===== src/rtl/axil_uart_ctrl.sv =====
// AXI-lite master that programs a 16550-style UART after reset and
// then streams bytes into THR, polling LSR.THRE before each byte.
module axil_uart_ctrl #(
  parameter int          ADDR_W    = 30,
  parameter int          REG_SHIFT = 2,
  parameter logic [15:0] DIVISOR   = 16'd27,
  parameter logic [7:0]  LCR_VAL   = 8'h03,
  parameter logic [7:0]  FCR_VAL   = 8'hC7,
  parameter logic [7:0]  IER_VAL   = 8'h00
) (
  input  logic              clk_i,
  input  logic              rst_ni,
  input  logic [7:0]        tx_data_i,
  input  logic              tx_valid_i,
  output logic              tx_ready_o,
  output logic              init_done_o,
  output logic              err_o,
  output logic [ADDR_W-1:0] m_axil_awaddr,
  output logic [2:0]        m_axil_awprot,
  output logic              m_axil_awvalid,
  input  logic              m_axil_awready,
  output logic [31:0]       m_axil_wdata,
  output logic [3:0]        m_axil_wstrb,
  output logic              m_axil_wvalid,
  input  logic              m_axil_wready,
  input  logic [1:0]        m_axil_bresp,
  input  logic              m_axil_bvalid,
  output logic              m_axil_bready,
  output logic [ADDR_W-1:0] m_axil_araddr,
  output logic [2:0]        m_axil_arprot,
  output logic              m_axil_arvalid,
  input  logic              m_axil_arready,
  input  logic [31:0]       m_axil_rdata,
  input  logic [1:0]        m_axil_rresp,
  input  logic              m_axil_rvalid,
  output logic              m_axil_rready
);

  typedef enum logic [2:0] {
    INIT_AW, INIT_B, IDLE, POLL_AR, POLL_R, THR_AW, THR_B
  } state_t;

  localparam logic [ADDR_W-1:0] LSR_ADDR = ADDR_W'(5) << REG_SHIFT;
  localparam logic [ADDR_W-1:0] THR_ADDR = '0;

  state_t            r_state;
  logic [2:0]        r_idx;
  logic [7:0]        r_byte;
  logic              r_tx_ready;
  logic              r_init_done;
  logic              r_err;
  logic [ADDR_W-1:0] r_awaddr;
  logic [ADDR_W-1:0] r_araddr;
  logic [31:0]       r_wdata;
  logic              r_awvalid;
  logic              r_wvalid;
  logic              r_bready;
  logic              r_arvalid;
  logic              r_rready;

  logic [10:0]       w_init;
  logic [ADDR_W-1:0] w_init_addr;
  logic              w_aw_ok;
  logic              w_w_ok;
  logic              w_wr_done;
  logic              w_unused;

  function automatic logic [10:0] f_init(input logic [2:0] i);
    unique case (i)
      3'd0:    return {3'd3, 8'h80 | LCR_VAL};
      3'd1:    return {3'd0, DIVISOR[7:0]};
      3'd2:    return {3'd1, DIVISOR[15:8]};
      3'd3:    return {3'd3, LCR_VAL};
      3'd4:    return {3'd2, FCR_VAL};
      default: return {3'd1, IER_VAL};
    endcase
  endfunction

  assign w_init      = f_init(r_idx);
  assign w_init_addr = ADDR_W'(w_init[10:8]) << REG_SHIFT;
  // each channel is done once its valid is already low or handshakes now
  assign w_aw_ok     = ~r_awvalid | m_axil_awready;
  assign w_w_ok      = ~r_wvalid | m_axil_wready;
  assign w_wr_done   = w_aw_ok & w_w_ok;
  assign w_unused    = ^{m_axil_rdata[31:6], m_axil_rdata[4:0]};

  always_ff @(posedge clk_i or negedge rst_ni) begin
    if (!rst_ni) begin
      r_state     <= INIT_AW;
      r_idx       <= '0;
      r_byte      <= '0;
      r_tx_ready  <= 1'b0;
      r_init_done <= 1'b0;
      r_err       <= 1'b0;
      r_awaddr    <= '0;
      r_araddr    <= '0;
      r_wdata     <= '0;
      r_awvalid   <= 1'b0;
      r_wvalid    <= 1'b0;
      r_bready    <= 1'b0;
      r_arvalid   <= 1'b0;
      r_rready    <= 1'b0;
    end else begin
      unique case (r_state)
        INIT_AW: begin
          if (!r_awvalid && !r_wvalid) begin
            r_awvalid <= 1'b1;
            r_wvalid  <= 1'b1;
            r_awaddr  <= w_init_addr;
            r_wdata   <= {24'h0, w_init[7:0]};
          end else begin
            if (m_axil_awready) r_awvalid <= 1'b0;
            if (m_axil_wready)  r_wvalid  <= 1'b0;
            if (w_wr_done) begin
              r_bready <= 1'b1;
              r_state  <= INIT_B;
            end
          end
        end
        INIT_B: begin
          if (m_axil_bvalid) begin
            r_bready <= 1'b0;
            if (m_axil_bresp != 2'b00) r_err <= 1'b1;
            if (r_idx == 3'd5) begin
              r_init_done <= 1'b1;
              r_tx_ready  <= 1'b1;
              r_state     <= IDLE;
            end else begin
              r_idx   <= r_idx + 3'd1;
              r_state <= INIT_AW;
            end
          end
        end
        IDLE: begin
          if (tx_valid_i && r_tx_ready) begin
            r_tx_ready <= 1'b0;
            r_byte     <= tx_data_i;
            r_arvalid  <= 1'b1;
            r_araddr   <= LSR_ADDR;
            r_state    <= POLL_AR;
          end
        end
        POLL_AR: begin
          if (m_axil_arready) begin
            r_arvalid <= 1'b0;
            r_rready  <= 1'b1;
            r_state   <= POLL_R;
          end
        end
        POLL_R: begin
          if (m_axil_rvalid) begin
            r_rready <= 1'b0;
            if (m_axil_rresp != 2'b00) r_err <= 1'b1;
            if (m_axil_rdata[5]) begin
              r_awvalid <= 1'b1;
              r_wvalid  <= 1'b1;
              r_awaddr  <= THR_ADDR;
              r_wdata   <= {24'h0, r_byte};
              r_state   <= THR_AW;
            end else begin
              r_arvalid <= 1'b1;
              r_state   <= POLL_AR;
            end
          end
        end
        THR_AW: begin
          if (m_axil_awready) r_awvalid <= 1'b0;
          if (m_axil_wready)  r_wvalid  <= 1'b0;
          if (w_wr_done) begin
            r_bready <= 1'b1;
            r_state  <= THR_B;
          end
        end
        THR_B: begin
          if (m_axil_bvalid) begin
            r_bready   <= 1'b0;
            if (m_axil_bresp != 2'b00) r_err <= 1'b1;
            r_tx_ready <= 1'b1;
            r_state    <= IDLE;
          end
        end
        default: r_state <= INIT_AW;
      endcase
    end
  end

  assign tx_ready_o     = r_tx_ready;
  assign init_done_o    = r_init_done;
  assign err_o          = r_err;
  assign m_axil_awaddr  = r_awaddr;
  assign m_axil_awprot  = 3'b000;
  assign m_axil_awvalid = r_awvalid;
  assign m_axil_wdata   = r_wdata;
  assign m_axil_wstrb   = 4'hF;
  assign m_axil_wvalid  = r_wvalid;
  assign m_axil_bready  = r_bready;
  assign m_axil_araddr  = r_araddr;
  assign m_axil_arprot  = 3'b000;
  assign m_axil_arvalid = r_arvalid;
  assign m_axil_rready  = r_rready;

endmodule


===== config.mk =====
export PLATFORM = sky130hd
export DESIGN_NAME = axil_uart_ctrl
export DESIGN_NICKNAME = d
export VERILOG_FILES = /design/src/rtl/axil_uart_ctrl.sv
export SDC_FILE = /design/constraint.sdc
export NUM_CORES = 1
export LEC_CHECK = 0
export CORE_MARGIN = 10
export CORE_UTILIZATION = 39
export DETAILED_ROUTE_END_ITERATION = 10
export PLACE_DENSITY = 0.87
export SETUP_SLACK_MARGIN = 0.5
export SYNTH_ARGS = -nofsm -noshare
export SYNTH_HDL_FRONTEND = slang
export SYNTH_SLANG_ARGS = --single-unit

===== constraint.sdc =====
create_clock -name clk_i -period 5.2 [get_ports clk_i]
set_input_delay 1.04 -clock clk_i [delete_from_list [all_inputs] [get_ports clk_i]]
set_output_delay 1.04 -clock clk_i [all_outputs]
set_load 0.02 [all_outputs]

Word level (Yosys, flattened, before mapping):

Cells that the tools add are included.
Widths: inputs -> output; s select.

* $add $sub $neg: 1
* equal/unequal tests: 25
* mux-type cells: 50
* bitwise gates (word level): 6
* reductions and logical operators: 27

Operators with widths (count)
* $mux 32: 3
* $mux 30: 3
* $pmux 32 s2: 1
* $pmux 30 s2: 1
* $pmux 10 s4: 1
* $mux 3: 9
* $ne 2x2->1 const B: 13
* $mux 1: 23
* $pmux 3 s7: 1
* $eq 3x3->1 const B: 5
* $pmux 1 s3: 5
* $reduce_and 3->1: 5
* $reduce_and 5->1: 3
* $reduce_bool 3->1: 4
* $reduce_bool 2->1: 5
* $eq 3x2->1 const B: 3
* $reduce_and 8->1: 1
* $eq 3x1->1 const B: 2
* $logic_not 3->1: 2
* $ne 2x1->1 const B: 2
* $pmux 1 s2: 2
* $reduce_and 4->1: 1
* $add 3x1->3 const B: 1
* $not 1->1: 3
* 7 further kinds: 10

* bits in registers: 85
* input port bits: 52
* output and inout bits: 110
* word-level logic and storage cells: 123

Depth between registers and ports, before layout:

* word-level depth: 6
* mapped depth: 7
* mapped depth without buffers: 5

Least setup slack after synthesis:

OpenSTA, ideal clock, no wires.

* path type: input to register
* from: in tx_valid_i
* to: reg r_state[0]
* setup time: 125 ps
* arrival time: 1953 ps
* data required time: 5075 ps
* slack: 3122 ps
* stages: 4
* buffers on the path: 0
* cell sequence: and3b_1 o32ai_1 a211oi_2 mux2_4

* cells in the longest elaborated chain, start to end: 3

RTL lines
* start: declaration: RTL line 14 `input logic tx_valid_i,`
* $logic_and 1x1->1: RTL line 135 `if (tx_valid_i && r_tx_ready) begin`
* $ne 2x2->1 (no source line)
* $reduce_and 8->1 (no source line)
* end signal: assignment: RTL line 130 `r_state <= INIT_AW;`
* end signal: assignment: RTL line 140 `r_state <= POLL_AR;`
* end signal: assignment: RTL line 147 `r_state <= POLL_R;`
* end: declaration: RTL line 46 `state_t r_state;`

Every way passes these cells.
A chain may end at the register's enable or synchronous reset.

Final worst setup path:

* from: in tx_valid_i
* to: reg r_byte[5]

* cells in the longest elaborated chain, start to end: 2

RTL lines
* $logic_and 1x1->1: RTL line 135
* $reduce_and 2->1 (no source line)
* end signal: assignment: RTL line 137 `r_byte <= tx_data_i;`
* end: declaration: RTL line 48 `logic [7:0] r_byte;`

Every way passes these cells.

==> qor.txt <==
startpoint types - primary input
# IOs - 162
grt ovf - 0
Synth Flop Type - dfrtp_1
Clock Power Share - 0.140
Fillers - 596
Comb pwr share - 0.521
worst skew pair latency - 0.28 ns
die width - 98.89 um
simple-gate share of the synthesized area - 0.1119
die area - 9779 um2
DIE HEIGHT - 98.89 um
via count - 1593
ratio of cells with drive above 1 in the final layout - 0.1074
met3 Use GR - 0.05726
register area share after synthesis - 0.3402
# rows - 28
clock skew - 0.003360 ns
peak supply drop - 0.0003024 V
Antenna Violating Nets Remaining - 0
worst hold-check path type - reg2reg
crit-path leading delay family - simple AND/OR/NAND/NOR gates
worst slew pin tran - 0.8000 ns
CP Capture Type - flop
XOR/XNOR Fraction of Synth Area - 0.003608
CP max stage delay - 0.61 ns
Setup Crit Path Kind - in2reg
Clock transition at path regs - 0.07 ns
Post-Route WL - 5387 um
Mapped Area - 2427 um2
post-CTS resize count - 0
max-cap violations - 0
Starting DRT DRC Count - 169
Max stage delay cell, worst path - nor3_2
Core ar. - 5991 um2
Worst Path Arrival - 2.66 ns
sequential power share - 0.339
Syn Inst Count - 259
# clock sinks - 33
P_leak - 1.222 nW
Vias/cell - 4.271
Antenna Cells - 0
run status - finished clean
DP Cell Count - 365
initial antenna violation count - 0
H-tree levels - 2
NetSw - 640.8 uW
Tmin final - 2.499 ns
DRC Markers - 0
CTS buffer count - 5
Slew HR - 0.4637
Setup TNS Final - 0 ns
fmax - 400.2 MHz
CP Cell Sequence - clkdlybuf4s50_1 > nand2_1 > nor3_2 > mux2_2
hold_buf cts - 0
count of different cell masters after synthesis - 46
# setup viols final - 0
first-pass GRT wire length - 8404 um
routing usage on met1 - 0.1021
largest family of logic cells by synthesized area - buffers and inverters
vias in the first global route - 1661
commonest non-fill, non-tap cell in the layout - conb_1
Synth-to-Final Area Change - 8.299%
Yosys Warn Count - 0
CP bufs+invs - 1
Synth Area in Adders - 0.02062
Core Util, Final - 0.4388
area fraction in compound gates after synthesis - 0.1423
register bit total from synthesis - 33
final instance area - 2629 um2
Initial Util - 0.4052
TritonCTS clock tree - yes
multiplexer share of the synthesized area - 0.06134
Buffers on Ports - 40
largest net degree at the start of global routing - 34
layout net count - 353
Tcrit/Tclk final - 0.4805
WP data required - 5.36 ns
Post-DP Area - 2527 um2
Final Wtd Congestion - 0.7831
setup bufs post-CTS - 0
Internal Power - 864.8 uW
GRT busiest layer - met2
WL per Instance - 14.44 um
Root Buffer - clkbuf_8
Slew Viols, Final - 0
crit-path max FO - 10
CTS max path bufs - 2
most frequent cells in the layout - conb_1, clkdlybuf4s50_1, dfrtp_1
Net Sw Frac - 0.4256
Overall Global Routing Usage - 0.1018
overall power - 1.506 mW
Final Non-Filler Cells - 373
PwrDens - 572.7 nW/um2
Post-Synthesis Mean Instance Area - 9.372 um2
asr flop ratio synth - 1.000
TritonRoute pass-1 iters - 4
detailed placement HPWL - 4452 um
Post-synth EDFFs - 0
Fin. Hold Viols - 0
Global Route met2 Usage - 0.1769
RSZ-0062 raised after global routing - no
-- power groups by stage --
stage	clock (mW)	combinational [mW]	sequential, mW
after floorplan	0	0.568	0.540
after global placement	0	0.767	0.502
after detailed placement	0	0.788	0.516
after CTS	0.215	0.792	0.511
after global routing	0.230	0.859	0.531
final	0.211	0.785	0.510
-- kinds of logic after synthesis --
| group | Yosys count |
|---|---|
| buffers and inverters | 107 |
| multiplexers | 13 |
| AND/OR/NAND/NOR | 50 |
| other | 2 |
| XOR/XNOR | 1 |
| AO/OA/AOI/OAI | 49 |
| adder cells (fa/ha/maj) | 4 |
| flip-flops | 33 |
-- Yosys cell counts, types with 2 or more instances --
cell type / count / area share
a211oi_1: 2 / 0.0062
a21o_1: 2 / 0.0062
a21oi_1: 13 / 0.027
a21oi_2: 2 / 0.0072
a22o_1: 2 / 0.0072
a31oi_1: 5 / 0.013
and2_1: 3 / 0.0077
buf_2: 3 / 0.0062
buf_4: 91 / 0.28
buf_6: 3 / 0.014
clkbuf_1: 2 / 0.0031
conb_1: 2 / 0.0031
dfrtp_1: 33 / 0.34
ha_1: 4 / 0.021
inv_1: 8 / 0.012
mux2_2: 11 / 0.051
nand2_1: 13 / 0.020
nand2b_1: 7 / 0.018
nand3_1: 6 / 0.012
nor2_1: 8 / 0.012
nor2b_1: 2 / 0.0052
nor3b_1: 2 / 0.0062
o211ai_1: 2 / 0.0062
o21ai_0: 7 / 0.014
o21bai_1: 2 / 0.0062
o22a_1: 3 / 0.011
o22ai_1: 2 / 0.0052
-- worst paths after layout --
| kind | start | to | slack [ns] | cells past startpoint |
|---|---|---|---|---|
| max | tx_valid_i | r_byte[5]$_DFFE_PN0P_ | 2.70 | 4 |
| min | err_o$_DFFE_PN0P_ | err_o$_DFFE_PN0P_ | 0.47 | 1 |
| max reg2reg | r_state[1]$_DFFE_PN0P_ | m_axil_awaddr[3]$_DFFE_PN0P_ | 3.00 | 3 |
| min reg2reg | err_o$_DFFE_PN0P_ | err_o$_DFFE_PN0P_ | 0.47 | 1 |
| max in group asynchronous | rst_ni | m_axil_wvalid$_DFFE_PN0P_ | 3.74 | 2 |
| min in group asynchronous | rst_ni | err_o$_DFFE_PN0P_ | 1.16 | 2 |
-- through the flow --
| stage | hold slack, ns | setup slack [ns] |
|---|---|---|
| after CTS | 0.4758 | 2.683 |
| after floorplan | 0.4648 | 3.122 |
| after global routing | 0.5047 | 2.610 |
| after detailed placement | 0.4578 | 2.399 |
| final | 0.4718 | 2.701 |
| after global placement | 0.4525 | 2.430 |
-- state kept, by name, summed over array words and instances (netlist names), 2 cells and up --
register and cells:
m_axil_wdata 8, r_byte 8, r_idx 3, r_state 3
m_axil_awaddr 2
-- per-layer routing --
| metal | vias up | routed length, um |
|---|---|---|
| li1 | 769 | - |
| met1 | 732 | 1921 |
| met2 | 85 | 2776 |
| met3 | 7 | 637 |
| met4 | 0 | 51 |
| met5 | - | 0 |
-- area by class of cell --
class	count	area, um2	share of cell area
Clock buffer	7	96.34	0.03665
Clock inverter	1	5.005	0.001904
Inverter	8	30.03	0.01142
Multi-Input combinational cell	207	1162	0.4422
Sequential cell	33	825.8	0.3141
Tap cell	75	93.84	0.03570
Timing Repair Buffer	42	415.4	0.1580
No activity file was read; power rests on OpenSTA's default activity.
